## config.mk

```make
export PLATFORM = sky130hd
export DESIGN_NAME = apb_cfg_master_flat
export DESIGN_NICKNAME = d
export VERILOG_FILES = /design/src/rtl/apb_cfg_master_if.sv /design/src/rtl/apb_cfg_master.sv /design/src/flat_wrapper.sv
export SDC_FILE = /design/constraint.sdc
export NUM_CORES = 1
export LEC_CHECK = 0
export CORE_ASPECT_RATIO = 1.4
export CORE_MARGIN = 10
export CORE_UTILIZATION = 43
export CTS_BUF_LIST = sky130_fd_sc_hd__clkbuf_2
export DETAILED_ROUTE_END_ITERATION = 16
export PLACE_DENSITY_LB_ADDON = 0.05
export SETUP_SLACK_MARGIN = 0.5
export SYNTH_ARGS = -nofsm -noshare
export SYNTH_HDL_FRONTEND = slang
export SYNTH_SLANG_ARGS = --single-unit
```

## constraint.sdc

```tcl
create_clock -name clk -period 2.14 [get_ports clk]
set_input_delay 0.428 -clock clk [delete_from_list [all_inputs] [get_ports clk]]
set_output_delay 0.428 -clock clk [all_outputs]
set_load 0.02 [all_outputs]
```

## src/rtl/apb_cfg_master_if.sv

```systemverilog
// ----------------------------------------------------------------------------
// apb_cfg_master_if
//
// Bundles every non-clock/reset signal of apb_cfg_master:
//   - burst command channel   : cmd_valid, cmd_ready, cmd_write, cmd_addr, cmd_len
//   - write-data stream       : wd_valid, wd_ready, wd_data
//   - per-transfer response   : rsp_valid, rsp_data, rsp_last, rsp_err
//   - APB initiator signals   : PSEL, PENABLE, PWRITE, PADDR, PWDATA, PREADY, PRDATA
//   - status                  : busy
//
// Modports:
//   master : the view of apb_cfg_master (accepts commands, drives APB).
//   slave  : the view of the surroundings (issues commands, models the APB
//            completer and consumes responses).
// ----------------------------------------------------------------------------
interface apb_cfg_master_if #(
    parameter int ADDR_WIDTH = 7,
    parameter int DATA_WIDTH = 32
);
    // Burst command
    logic                  cmd_valid;
    logic                  cmd_ready;
    logic                  cmd_write;
    logic [ADDR_WIDTH-1:0] cmd_addr;
    logic [ADDR_WIDTH-1:0] cmd_len;

    // Write-data stream
    logic                  wd_valid;
    logic                  wd_ready;
    logic [DATA_WIDTH-1:0] wd_data;

    // Response (no backpressure)
    logic                  rsp_valid;
    logic [DATA_WIDTH-1:0] rsp_data;
    logic                  rsp_last;
    logic                  rsp_err;

    // APB
    logic                  PSEL;
    logic                  PENABLE;
    logic                  PWRITE;
    logic [ADDR_WIDTH-1:0] PADDR;
    logic [DATA_WIDTH-1:0] PWDATA;
    logic                  PREADY;
    logic [DATA_WIDTH-1:0] PRDATA;

    // Status
    logic                  busy;

    modport master (
        input  cmd_valid, cmd_write, cmd_addr, cmd_len,
        input  wd_valid, wd_data,
        input  PREADY, PRDATA,
        output cmd_ready, wd_ready,
        output rsp_valid, rsp_data, rsp_last, rsp_err,
        output PSEL, PENABLE, PWRITE, PADDR, PWDATA,
        output busy
    );

    modport slave (
        output cmd_valid, cmd_write, cmd_addr, cmd_len,
        output wd_valid, wd_data,
        output PREADY, PRDATA,
        input  cmd_ready, wd_ready,
        input  rsp_valid, rsp_data, rsp_last, rsp_err,
        input  PSEL, PENABLE, PWRITE, PADDR, PWDATA,
        input  busy
    );
endinterface

```

## src/rtl/apb_cfg_master.sv

```systemverilog
// ----------------------------------------------------------------------------
// apb_cfg_master
//
// Turns a burst command (address, transfer count = cmd_len+1, direction) into
// a sequence of APB transfers at consecutive addresses (wrapping modulo
// 2^ADDR_WIDTH). Write bursts consume one word of the wd_* stream per
// transfer; every completed transfer produces a one-cycle response pulse.
//
// Ports:
//   clk    : rising-edge clock
//   rst_n  : asynchronous, active-low reset
//   bus    : apb_cfg_master_if.master
//              cmd_*   burst command in (cmd_ready high only in IDLE)
//              wd_*    write-data stream in (wd_ready high only in WDATA)
//              rsp_*   per-transfer response out, rsp_last on final transfer
//              P*      APB initiator signals
//              busy    high whenever the FSM is not IDLE
//
// Parameters:
//   ADDR_WIDTH : APB address width, also the width of cmd_len
//   DATA_WIDTH : APB data width
//   TIMEOUT    : ACCESS wait cycles tolerated before aborting (timeout build)
//
// Build option:
//   APB_TIMEOUT_EN : when defined, an ACCESS phase that waits TIMEOUT cycles
//                    without PREADY is aborted with an error response and the
//                    rest of the burst is dropped. When undefined, ACCESS
//                    waits forever and rsp_err is constant 0.
//
// All outputs except cmd_ready, wd_ready and busy come straight from flops.
// ----------------------------------------------------------------------------
module apb_cfg_master #(
    parameter int ADDR_WIDTH = 7,
    parameter int DATA_WIDTH = 32,
    parameter int TIMEOUT    = 16
) (
    input  logic             clk,
    input  logic             rst_n,
    apb_cfg_master_if.master bus
);

    typedef enum logic [1:0] {
        IDLE   = 2'd0,
        WDATA  = 2'd1,
        SETUP  = 2'd2,
        ACCESS = 2'd3
    } state_t;

    // A zero timeout would abort before the completer could ever answer.
    if (TIMEOUT < 1) begin : g_timeout_check
        $error("apb_cfg_master: TIMEOUT must be at least 1");
    end

    state_t                state_q,     state_d;
    logic                  psel_q,      psel_d;
    logic                  penable_q,   penable_d;
    logic                  pwrite_q,    pwrite_d;
    logic [ADDR_WIDTH-1:0] paddr_q,     paddr_d;   // doubles as the burst address register
    logic [DATA_WIDTH-1:0] pwdata_q,    pwdata_d;
    logic [ADDR_WIDTH-1:0] rem_q,       rem_d;     // transfers still to do after the current one
    logic                  rsp_valid_q, rsp_valid_d;
    logic [DATA_WIDTH-1:0] rsp_data_q,  rsp_data_d;
    logic                  rsp_last_q,  rsp_last_d;

`ifdef APB_TIMEOUT_EN
    localparam int TMO_W = $clog2(TIMEOUT + 1);

    logic [TMO_W-1:0]      tmo_q,       tmo_d;     // ACCESS cycles seen with PREADY low
    logic                  rsp_err_q,   rsp_err_d;
`endif

    // ------------------------------------------------------------------------
    // Next-state and next-output logic
    // ------------------------------------------------------------------------
    always_comb begin
        state_d     = state_q;
        psel_d      = psel_q;
        penable_d   = penable_q;
        pwrite_d    = pwrite_q;
        paddr_d     = paddr_q;
        pwdata_d    = pwdata_q;
        rem_d       = rem_q;
        rsp_valid_d = 1'b0;
        rsp_data_d  = rsp_data_q;
        rsp_last_d  = rsp_last_q;
`ifdef APB_TIMEOUT_EN
        tmo_d       = tmo_q;
        rsp_err_d   = rsp_err_q;
`endif

        case (state_q)
            IDLE: begin
                if (bus.cmd_valid) begin
                    paddr_d  = bus.cmd_addr;
                    rem_d    = bus.cmd_len;
                    pwrite_d = bus.cmd_write;
                    if (bus.cmd_write) begin
                        state_d = WDATA;
                    end else begin
                        state_d = SETUP;
                        psel_d  = 1'b1;
                    end
                end
            end

            WDATA: begin
                // PWDATA is only loaded here, so it stays put through SETUP/ACCESS.
                if (bus.wd_valid) begin
                    pwdata_d = bus.wd_data;
                    state_d  = SETUP;
                    psel_d   = 1'b1;
                end
            end

            SETUP: begin
                state_d   = ACCESS;
                penable_d = 1'b1;
`ifdef APB_TIMEOUT_EN
                tmo_d     = '0;
`endif
            end

            ACCESS: begin
                if (bus.PREADY) begin
                    rsp_valid_d = 1'b1;
                    rsp_data_d  = pwrite_q ? '0 : bus.PRDATA;
                    rsp_last_d  = (rem_q == '0);
`ifdef APB_TIMEOUT_EN
                    rsp_err_d   = 1'b0;
`endif
                    penable_d   = 1'b0;
                    if (rem_q != '0) begin
                        // Address wraps naturally at 2^ADDR_WIDTH.
                        paddr_d = paddr_q + ADDR_WIDTH'(1);
                        rem_d   = rem_q - ADDR_WIDTH'(1);
                        if (pwrite_q) begin
                            state_d = WDATA;
                            psel_d  = 1'b0;
                        end else begin
                            // Going straight to SETUP keeps PSEL high and gives
                            // one read per two cycles.
                            state_d = SETUP;
                            psel_d  = 1'b1;
                        end
                    end else begin
                        state_d = IDLE;
                        psel_d  = 1'b0;
                    end
                end
`ifdef APB_TIMEOUT_EN
                else if (tmo_q == TMO_W'(TIMEOUT - 1)) begin
                    // This is the TIMEOUT-th wait cycle: abandon the burst.
                    state_d     = IDLE;
                    psel_d      = 1'b0;
                    penable_d   = 1'b0;
                    rem_d       = '0;
                    rsp_valid_d = 1'b1;
                    rsp_data_d  = '0;
                    rsp_last_d  = 1'b1;
                    rsp_err_d   = 1'b1;
                end else begin
                    tmo_d = tmo_q + TMO_W'(1);
                end
`endif
            end

            default: begin
                state_d = IDLE;
            end
        endcase
    end

    // ------------------------------------------------------------------------
    // State and output registers
    // ------------------------------------------------------------------------
    always_ff @(posedge clk or negedge rst_n) begin
        if (!rst_n) begin
            state_q     <= IDLE;
            psel_q      <= 1'b0;
            penable_q   <= 1'b0;
            pwrite_q    <= 1'b0;
            paddr_q     <= '0;
            pwdata_q    <= '0;
            rem_q       <= '0;
            rsp_valid_q <= 1'b0;
            rsp_data_q  <= '0;
            rsp_last_q  <= 1'b0;
`ifdef APB_TIMEOUT_EN
            tmo_q       <= '0;
            rsp_err_q   <= 1'b0;
`endif
        end else begin
            state_q     <= state_d;
            psel_q      <= psel_d;
            penable_q   <= penable_d;
            pwrite_q    <= pwrite_d;
            paddr_q     <= paddr_d;
            pwdata_q    <= pwdata_d;
            rem_q       <= rem_d;
            rsp_valid_q <= rsp_valid_d;
            rsp_data_q  <= rsp_data_d;
            rsp_last_q  <= rsp_last_d;
`ifdef APB_TIMEOUT_EN
            tmo_q       <= tmo_d;
            rsp_err_q   <= rsp_err_d;
`endif
        end
    end

    // ------------------------------------------------------------------------
    // Outputs
    // ------------------------------------------------------------------------
    assign bus.cmd_ready = (state_q == IDLE);
    assign bus.wd_ready  = (state_q == WDATA);
    assign bus.busy      = (state_q != IDLE);

    assign bus.PSEL      = psel_q;
    assign bus.PENABLE   = penable_q;
    assign bus.PWRITE    = pwrite_q;
    assign bus.PADDR     = paddr_q;
    assign bus.PWDATA    = pwdata_q;

    assign bus.rsp_valid = rsp_valid_q;
    assign bus.rsp_data  = rsp_data_q;
    assign bus.rsp_last  = rsp_last_q;
`ifdef APB_TIMEOUT_EN
    assign bus.rsp_err   = rsp_err_q;
`else
    assign bus.rsp_err   = 1'b0;
`endif

endmodule

```

## src/flat_wrapper.sv

```systemverilog
// flat-port wrapper written by rule: the top's interface ports become plain ports
module apb_cfg_master_flat 
#(
    parameter int ADDR_WIDTH = 7,
    parameter int DATA_WIDTH = 32,
    parameter int TIMEOUT    = 16
)
  (clk, rst_n, bus_cmd_valid, bus_cmd_write, bus_cmd_addr, bus_cmd_len, bus_wd_valid, bus_wd_data, bus_PREADY, bus_PRDATA, bus_cmd_ready, bus_wd_ready, bus_rsp_valid, bus_rsp_data, bus_rsp_last, bus_rsp_err, bus_PSEL, bus_PENABLE, bus_PWRITE, bus_PADDR, bus_PWDATA, bus_busy);
  apb_cfg_master_if #(.ADDR_WIDTH(ADDR_WIDTH), .DATA_WIDTH(DATA_WIDTH)) bus_i ();
  input  logic clk;
  input  logic rst_n;
  input wire logic [$bits(bus_i.cmd_valid)-1:0] bus_cmd_valid;
  input wire logic [$bits(bus_i.cmd_write)-1:0] bus_cmd_write;
  input wire logic [$bits(bus_i.cmd_addr)-1:0] bus_cmd_addr;
  input wire logic [$bits(bus_i.cmd_len)-1:0] bus_cmd_len;
  input wire logic [$bits(bus_i.wd_valid)-1:0] bus_wd_valid;
  input wire logic [$bits(bus_i.wd_data)-1:0] bus_wd_data;
  input wire logic [$bits(bus_i.PREADY)-1:0] bus_PREADY;
  input wire logic [$bits(bus_i.PRDATA)-1:0] bus_PRDATA;
  output wire logic [$bits(bus_i.cmd_ready)-1:0] bus_cmd_ready;
  output wire logic [$bits(bus_i.wd_ready)-1:0] bus_wd_ready;
  output wire logic [$bits(bus_i.rsp_valid)-1:0] bus_rsp_valid;
  output wire logic [$bits(bus_i.rsp_data)-1:0] bus_rsp_data;
  output wire logic [$bits(bus_i.rsp_last)-1:0] bus_rsp_last;
  output wire logic [$bits(bus_i.rsp_err)-1:0] bus_rsp_err;
  output wire logic [$bits(bus_i.PSEL)-1:0] bus_PSEL;
  output wire logic [$bits(bus_i.PENABLE)-1:0] bus_PENABLE;
  output wire logic [$bits(bus_i.PWRITE)-1:0] bus_PWRITE;
  output wire logic [$bits(bus_i.PADDR)-1:0] bus_PADDR;
  output wire logic [$bits(bus_i.PWDATA)-1:0] bus_PWDATA;
  output wire logic [$bits(bus_i.busy)-1:0] bus_busy;
  assign bus_i.cmd_valid = bus_cmd_valid;
  assign bus_i.cmd_write = bus_cmd_write;
  assign bus_i.cmd_addr = bus_cmd_addr;
  assign bus_i.cmd_len = bus_cmd_len;
  assign bus_i.wd_valid = bus_wd_valid;
  assign bus_i.wd_data = bus_wd_data;
  assign bus_i.PREADY = bus_PREADY;
  assign bus_i.PRDATA = bus_PRDATA;
  assign bus_cmd_ready = bus_i.cmd_ready;
  assign bus_wd_ready = bus_i.wd_ready;
  assign bus_rsp_valid = bus_i.rsp_valid;
  assign bus_rsp_data = bus_i.rsp_data;
  assign bus_rsp_last = bus_i.rsp_last;
  assign bus_rsp_err = bus_i.rsp_err;
  assign bus_PSEL = bus_i.PSEL;
  assign bus_PENABLE = bus_i.PENABLE;
  assign bus_PWRITE = bus_i.PWRITE;
  assign bus_PADDR = bus_i.PADDR;
  assign bus_PWDATA = bus_i.PWDATA;
  assign bus_busy = bus_i.busy;
  apb_cfg_master #(.ADDR_WIDTH(ADDR_WIDTH), .DATA_WIDTH(DATA_WIDTH), .TIMEOUT(TIMEOUT)) u_core (.clk(clk), .rst_n(rst_n), .bus(bus_i));
endmodule
```

# == Yosys cells after proc, flatten, opt, wreduce, memory -nomap -nowiden ==
# Index checks and enable logic that the tools add are counted.
# classes
n_reduce_logical,14
n_div,0
bitwise,0
n_shift,0
magnitude_cmp,0
mul,0
add_sub_neg,2
eq_ne,8
n_mux,27
# op_table
cell,count
$mux W7,6
$mux W32,1
$pmux W7 S2,2
$mux W2,6
$mux W1,9
$ne A2 B2 Y1 const B,4
$pmux W2 S4,1
$reduce_and A2 Y1,4
$add A7 B1 Y7 const B,1
$logic_not A7 Y1,1
$reduce_bool A7 Y1,1
$sub A7 B1 Y7 const B,1
$reduce_bool A2 Y1,3
$reduce_and A5 Y1,1
$eq A2 B2 Y1 const B,2
$reduce_and A4 Y1,1
$pmux W1 S3,1
$reduce_and A3 Y1,1
$reduce_bool A3 Y1,1
$eq A2 B1 Y1 const B,1
$logic_not A2 Y1,1
$ne A2 B1 Y1 const B,1
$pmux W1 S2,1
# totals
ram_bits,0
romBits,0
reg_bits,85
output_inout_bits,80
memories,0
latch_bits,0

# == Depth between registers and ports, before layout ==
# logic_depth
ltp_word,4
ltp_mapped,6
mapped_depth_nobuf,6

# == Worst setup path after synthesis ==
# Ideal clock, no wire load.
# synth_path
path_type,flip-flop to flip-flop
from,register u_core.state_q[0]
to,register u_core.pwdata_q[19] (netlist: u_core.bus.PWDATA[19])
path_slack_ns,0.453
arrival_time_ns,1.559
period_less_slack_ns,1.687
stages_incl_launch_ff,6
cell_sequence,dfrtp_1 > buf_2 > nor2b_1 > nand2_1 > buf_2 > mux2_1
# synth_via
elab_chain_len,2
# synth_lines
element,line,text
start: declaration,apb_cfg_master.sv:54,"state_t state_q, state_d;"
start signal: assignment,apb_cfg_master.sv:193,state_q <= state_d;
$eq A2 B1 Y1,-,
via bus_wd_ready,flat_wrapper.sv:21,output wire logic [$bits(bus_i.wd_ready)-1:0] bus_wd_ready;
$reduce_and A2 Y1 (no line),-,
end signal: assignment,apb_cfg_master.sv:198,pwdata_q <= pwdata_d;
end: declaration,apb_cfg_master.sv:59,"logic [DATA_WIDTH-1:0] pwdata_q, pwdata_d;"
# The timed path passes the listed nets, and every way through them passes these cells.
# A chain may end at the register's enable or synchronous reset.

# == Worst setup path after layout ==
# layout_path
from,register u_core.state_q[0]
to,output port bus_wd_ready
# layout_via
elab_chain_len,1
# layout_lines
element,line,text
$eq A2 B1 Y1,apb_cfg_master.sv:214,assign bus.wd_ready = (state_q == WDATA);
end: declaration,flat_wrapper.sv:21,
# No other way between the ends.

==> metrics.txt <==
# TYPE chip_impl_metric gauge
chip_impl_metric{name="area_delta_synth_final",unit="%"} 55.71
chip_impl_info{name="outcome",value="finished clean"} 1
chip_impl_metric{name="crit_path_max_incr_delay",unit="ns"} 0.48
chip_impl_metric{name="htree_num_levels",unit=""} 3
chip_impl_metric{name="critPathMaxFanout",unit=""} 2
chip_impl_metric{name="final_min_period_over_clock_period",unit="%"} 84.51
chip_impl_info{name="ys_top_cells_by_area",value="sky130_fd_sc_hd__dfrtp_1 57%, sky130_fd_sc_hd__nand2_1 8.9%, sky130_fd_sc_hd__mux2_2 8.8%"} 1
chip_impl_metric{name="internal_power",unit="W"} 0.005028
chip_impl_metric{name="vias_in_the_first_global_route",unit=""} 3372
chip_impl_metric{name="num-fill-cells",unit=""} 715
chip_impl_info{name="post-synth-top-count-cell",value="sky130_fd_sc_hd__nand2_1"} 1
chip_impl_metric{name="floorplan.initialDensity",unit="%"} 43.53
chip_impl_metric{name="post-dp-hpwl",unit="um"} 8369
chip_impl_metric{name="powerDensity",unit="nW/um^2"} 1514
chip_impl_metric{name="power.combinational.fraction",unit="%"} 56.5
chip_impl_metric{name="drt_iter0_markers",unit=""} 97
chip_impl_metric{name="route.detailed.drc",unit=""} 0
chip_impl_metric{name="routed-via-count",unit=""} 3291
chip_impl_metric{name="wire_per_inst",unit="um"} 17.74
chip_impl_metric{name="grt_util_all_layers",unit="%"} 17.31
chip_impl_metric{name="place_congestion",unit=""} 0.8225
chip_impl_metric{name="fin_cells",unit=""} 654
chip_impl_metric{name="synthCells",unit=""} 343
chip_impl_metric{name="timing.reg2reg.setup_slack",unit="ns"} 0.45
chip_impl_info{name="crit_path_start",value="u_core.state_q[0]"} 1
chip_impl_info{name="worst_reg2reg_endpoint",value="u_core.bus.PADDR[3]"} 1
chip_impl_metric{name="maximum_number_of_pins_on_one_net_before_global_route_repair",unit=""} 47
chip_impl_metric{name="netlist_area",unit="um^2"} 3704
chip_impl_metric{name="post_drt_via_cell_ratio",unit=""} 5.032
chip_impl_info{name="worstSetupEndpoint",value="bus_wd_ready"} 1
chip_impl_metric{name="tightestPinTransition",unit="ns"} 0.5981
chip_impl_metric{name="ys_seq_area_share",unit="%"} 57.43
chip_impl_metric{name="power_switching_share",unit="%"} 42.43
chip_impl_metric{name="clk_sinks",unit=""} 85
chip_impl_info{name="yosysTopAreaCell",value="sky130_fd_sc_hd__dfrtp_1"} 1
chip_impl_metric{name="max_slew_headroom",unit="%"} 60.12
chip_impl_metric{name="synth_seq_cells",unit=""} 85
chip_impl_metric{name="ys_types",unit=""} 45
chip_impl_metric{name="floorplan.die_area",unit="um^2"} 12780
chip_impl_metric{name="setup_total_negative_slack",unit="ns"} 0
chip_impl_info{name="worstHoldPathType",value="input port to flop"} 1
chip_impl_metric{name="pwr-share-seq",unit="%"} 33.1
chip_impl_info{name="rr_startpoint",value="u_core.rem_q[2]"} 1
chip_impl_info{name="worstPathCellList",value="buf_6, nor2b_4, buf_6"} 1
chip_impl_metric{name="postRouteWirelength",unit="um"} 11600
chip_impl_metric{name="total_switching_power",unit="W"} 0.003705
chip_impl_metric{name="synthesis.yosys.warnings",unit=""} 0
chip_impl_metric{name="vdd_drop_max",unit="V"} 0.0008074
chip_impl_metric{name="critical_path_required",unit="ns"} 1.71
chip_impl_metric{name="drv_cap",unit=""} 0
chip_impl_metric{name="number_of_enable_type_register_cells_in_the_synthesized_netlist",unit=""} 0
chip_impl_metric{name="setup_viol",unit=""} 0
chip_impl_info{name="startpoint_type",value="flop"} 1
chip_impl_metric{name="rows",unit=""} 40
chip_impl_info{name="cell_with_the_largest_stage_delay_on_the_worst_path",value="sky130_fd_sc_hd__dfrtp_1"} 1
chip_impl_metric{name="max_freq",unit="MHz"} 552.9
chip_impl_metric{name="clkSlewWorstSetupHoldPaths",unit="ns"} 0.23
chip_impl_metric{name="final.setup_skew",unit="ns"} 0.02706
chip_impl_metric{name="global_route_wire_length_before_repair",unit="um"} 17820
chip_impl_metric{name="mappedNetlistNets",unit=""} 430
chip_impl_info{name="worst_path_most_repeated_cell",value="sky130_fd_sc_hd__buf_6"} 1
chip_impl_info{name="cts_root_buffer",value="sky130_fd_sc_hd__clkbuf_2"} 1
chip_impl_metric{name="layout.nets",unit=""} 632
chip_impl_metric{name="die_width",unit="um"} 98.44
chip_impl_metric{name="drtAntennaViolNets",unit=""} 0
chip_impl_info{name="tritoncts",value="built"} 1
chip_impl_metric{name="dp.cells",unit=""} 605
chip_impl_metric{name="number_of_antenna_violations_at_the_first_check_in_global_routing",unit=""} 1
chip_impl_info{name="grt_setup_unrepaired",value="true"} 1
chip_impl_metric{name="floorplan.die.height",unit="um"} 129.8
chip_impl_metric{name="r2r_cells",unit=""} 5
chip_impl_metric{name="finalCriticalPeriod",unit="ns"} 1.808
chip_impl_metric{name="power.share.clock",unit="%"} 10.4
chip_impl_metric{name="grt.overflow.total",unit=""} 0
chip_impl_metric{name="worst_ep_arrival_time",unit="ns"} 1.38
chip_impl_metric{name="port_buffers",unit=""} 162
chip_impl_info{name="worstSetupEndpointType",value="output port"} 1
chip_impl_metric{name="ctsLongestPathBuffers",unit=""} 2
chip_impl_info{name="synth_ff_type",value="sky130_fd_sc_hd__dfrtp_1"} 1
chip_impl_metric{name="cellLeakagePower",unit="nW"} 2.741
chip_impl_metric{name="num_io_pins",unit=""} 164
chip_impl_metric{name="core_area",unit="um^2"} 8508
chip_impl_metric{name="firstDrtPassIters",unit=""} 4
chip_impl_info{name="worst-setup-path-type",value="flop to output port"} 1
chip_impl_metric{name="final_max_slew_viol_count",unit=""} 0
chip_impl_metric{name="mean_instance_size_in_the_synthesized_netlist",unit="um^2"} 10.80
chip_impl_metric{name="worstSkewPairLatency",unit="ns"} 0.53
chip_impl_metric{name="synthArstFlopShare",unit="%"} 100.0
chip_impl_metric{name="final_hold_viol_count",unit=""} 0
chip_impl_metric{name="synth_largest_type_area_fraction",unit="%"} 57.43
chip_impl_metric{name="cts_buffers",unit=""} 9
chip_impl_metric{name="layout-drive-gt1-share",unit="%"} 35.58
chip_impl_info{name="synth.top_cells.by_count",value="88 x sky130_fd_sc_hd__nand2_1, 85 x sky130_fd_sc_hd__dfrtp_1, 32 x sky130_fd_sc_hd__nand3b_1"} 1
## registers in the layout, summed over array words and instances (netlist names)
name                  flops
u_core.bus.PENABLE        1
u_core.bus.rsp_data      32
u_core.state_q            2
u_core.bus.PADDR          7
u_core.bus.rsp_valid      1
u_core.rem_q              7
u_core.bus.PWDATA        32
u_core.bus.rsp_last       1
u_core.bus.PWRITE         1
u_core.bus.PSEL           1
## power groups by stage
stage | Sequential [W] | Clock, W | Combinational [W]
2_1_floorplan | 0.00377 | 0 | 0.00161
3_3_place_gp | 0.00292 | 0 | 0.00463
3_5_place_dp | 0.00296 | 0 | 0.00471
4_1_cts | 0.00283 | 0.000935 | 0.00446
5_1_grt | 0.00300 | 0.000997 | 0.00534
6_report | 0.00289 | 0.000910 | 0.00493
## through the flow
stage	instance area, um^2	total power, W	setup slack (ns)	util [%]	hold slack (ns)
final	5767	0.008733	0.3315	67.78	0.4110
after global routing	5767	0.009333	0.2410	67.78	0.3552
after CTS	5450	0.008217	0.2864	64.06	0.3592
after detailed placement	5500	0.007668	0.2762	64.65	0.4552
after global placement	5500	0.007548	0.3269	64.65	0.4488
after floorplan	3709	0.005388	0.5143	-	0.1324
## cells by family after synthesis
kind of cell | Yosys count | share of synthesized area (%)
and+or+nand+nor | 160 | 21.76
DFF | 85 | 57.43
AOI/OAI and AO/OA | 40 | 7.467
muxes | 32 | 9.730
buffers and inverters | 22 | 2.500
adders and majority gates | 3 | 1.014
other | 1 | 0.1013
## cell usage in the layout, fill, tap and decap left out, types with 3 or more instances in the layout
cell type,synthesis,final
sky130_fd_sc_hd__nand3_1,8,8
sky130_fd_sc_hd__mux2_2,29,29
sky130_fd_sc_hd__clkdlybuf4s50_1,0,82
sky130_fd_sc_hd__nand3b_1,32,32
sky130_fd_sc_hd__nand2_1,88,87
sky130_fd_sc_hd__buf_4,1,39
sky130_fd_sc_hd__nor2_1,10,8
sky130_fd_sc_hd__buf_12,0,3
sky130_fd_sc_hd__dfrtp_2,0,4
sky130_fd_sc_hd__o21ai_1,1,3
sky130_fd_sc_hd__o21ai_0,7,4
sky130_fd_sc_hd__nand2b_1,4,4
sky130_fd_sc_hd__ha_1,3,3
sky130_fd_sc_hd__nor3_1,3,3
sky130_fd_sc_hd__buf_6,0,25
sky130_fd_sc_hd__o211ai_1,6,6
sky130_fd_sc_hd__a21oi_1,11,9
sky130_fd_sc_hd__inv_1,4,3
sky130_fd_sc_hd__dfrtp_1,85,81
sky130_fd_sc_hd__buf_2,5,57
sky130_fd_sc_hd__mux2_1,3,3
sky130_fd_sc_hd__clkbuf_2,0,10
## final cells by class
type	instances	area, um^2	area share (%)
tap	105	131.4	2.278
clock buffer	10	50.05	0.8679
sequential	85	2132	36.97
multi-input combinational	236	1589	27.55
inverter	5	21.27	0.3688
antenna	1	2.502	0.04339
timing repair buffer	208	1765	30.61
clock inverter	4	75.07	1.302
## how the worst min path moves through the flow
stage | slack, ns | startpoint | cells after the start | endpoint
3_5_place_dp | 0.46 | u_core.bus.rsp_data[9] | 2 | u_core.bus.rsp_data[9]
3_3_place_gp | 0.45 | u_core.bus.rsp_data[4] | 2 | u_core.bus.rsp_data[4]
5_1_grt | 0.36 | bus_PRDATA[24] | 3 | u_core.bus.rsp_data[24]
6_report | 0.41 | bus_PRDATA[8] | 3 | u_core.bus.rsp_data[8]
2_1_floorplan | 0.13 | rst_n | 0 | u_core.bus.PADDR[0]
4_1_cts | 0.36 | bus_PRDATA[8] | 3 | u_core.bus.rsp_data[8]
## critical path, delay by kind of cell (launching register included)
kind	cells	cell delay (ns)
DFF	1	0.48
buffers and inverters	2	0.25
and+or+nand+nor	1	0.14
## routing by layer
| metal | GRT usage, % | vias up | wire, um |
|---|---|---|---|
| li1 | - | 1578 | - |
| met1 | 19.67 | 1586 | 4578 |
| met2 | 29.30 | 114 | 5919 |
| met3 | 6.667 | 13 | 930 |
| met4 | 5.664 | 0 | 172 |
| met5 | 0 | - | 0 |
## repair_timing
action / in CTS / in global routing
endpoints found under the setup margin: 91 / 42
hold buffers: 1 / 0
gates resized for setup: 331 / 68
pin swaps: 7 / 19
setup buffers: 20 / 13
endpoints found under the hold margin: 44 / 0
Note: power is estimated with default switching activity, not from simulation.
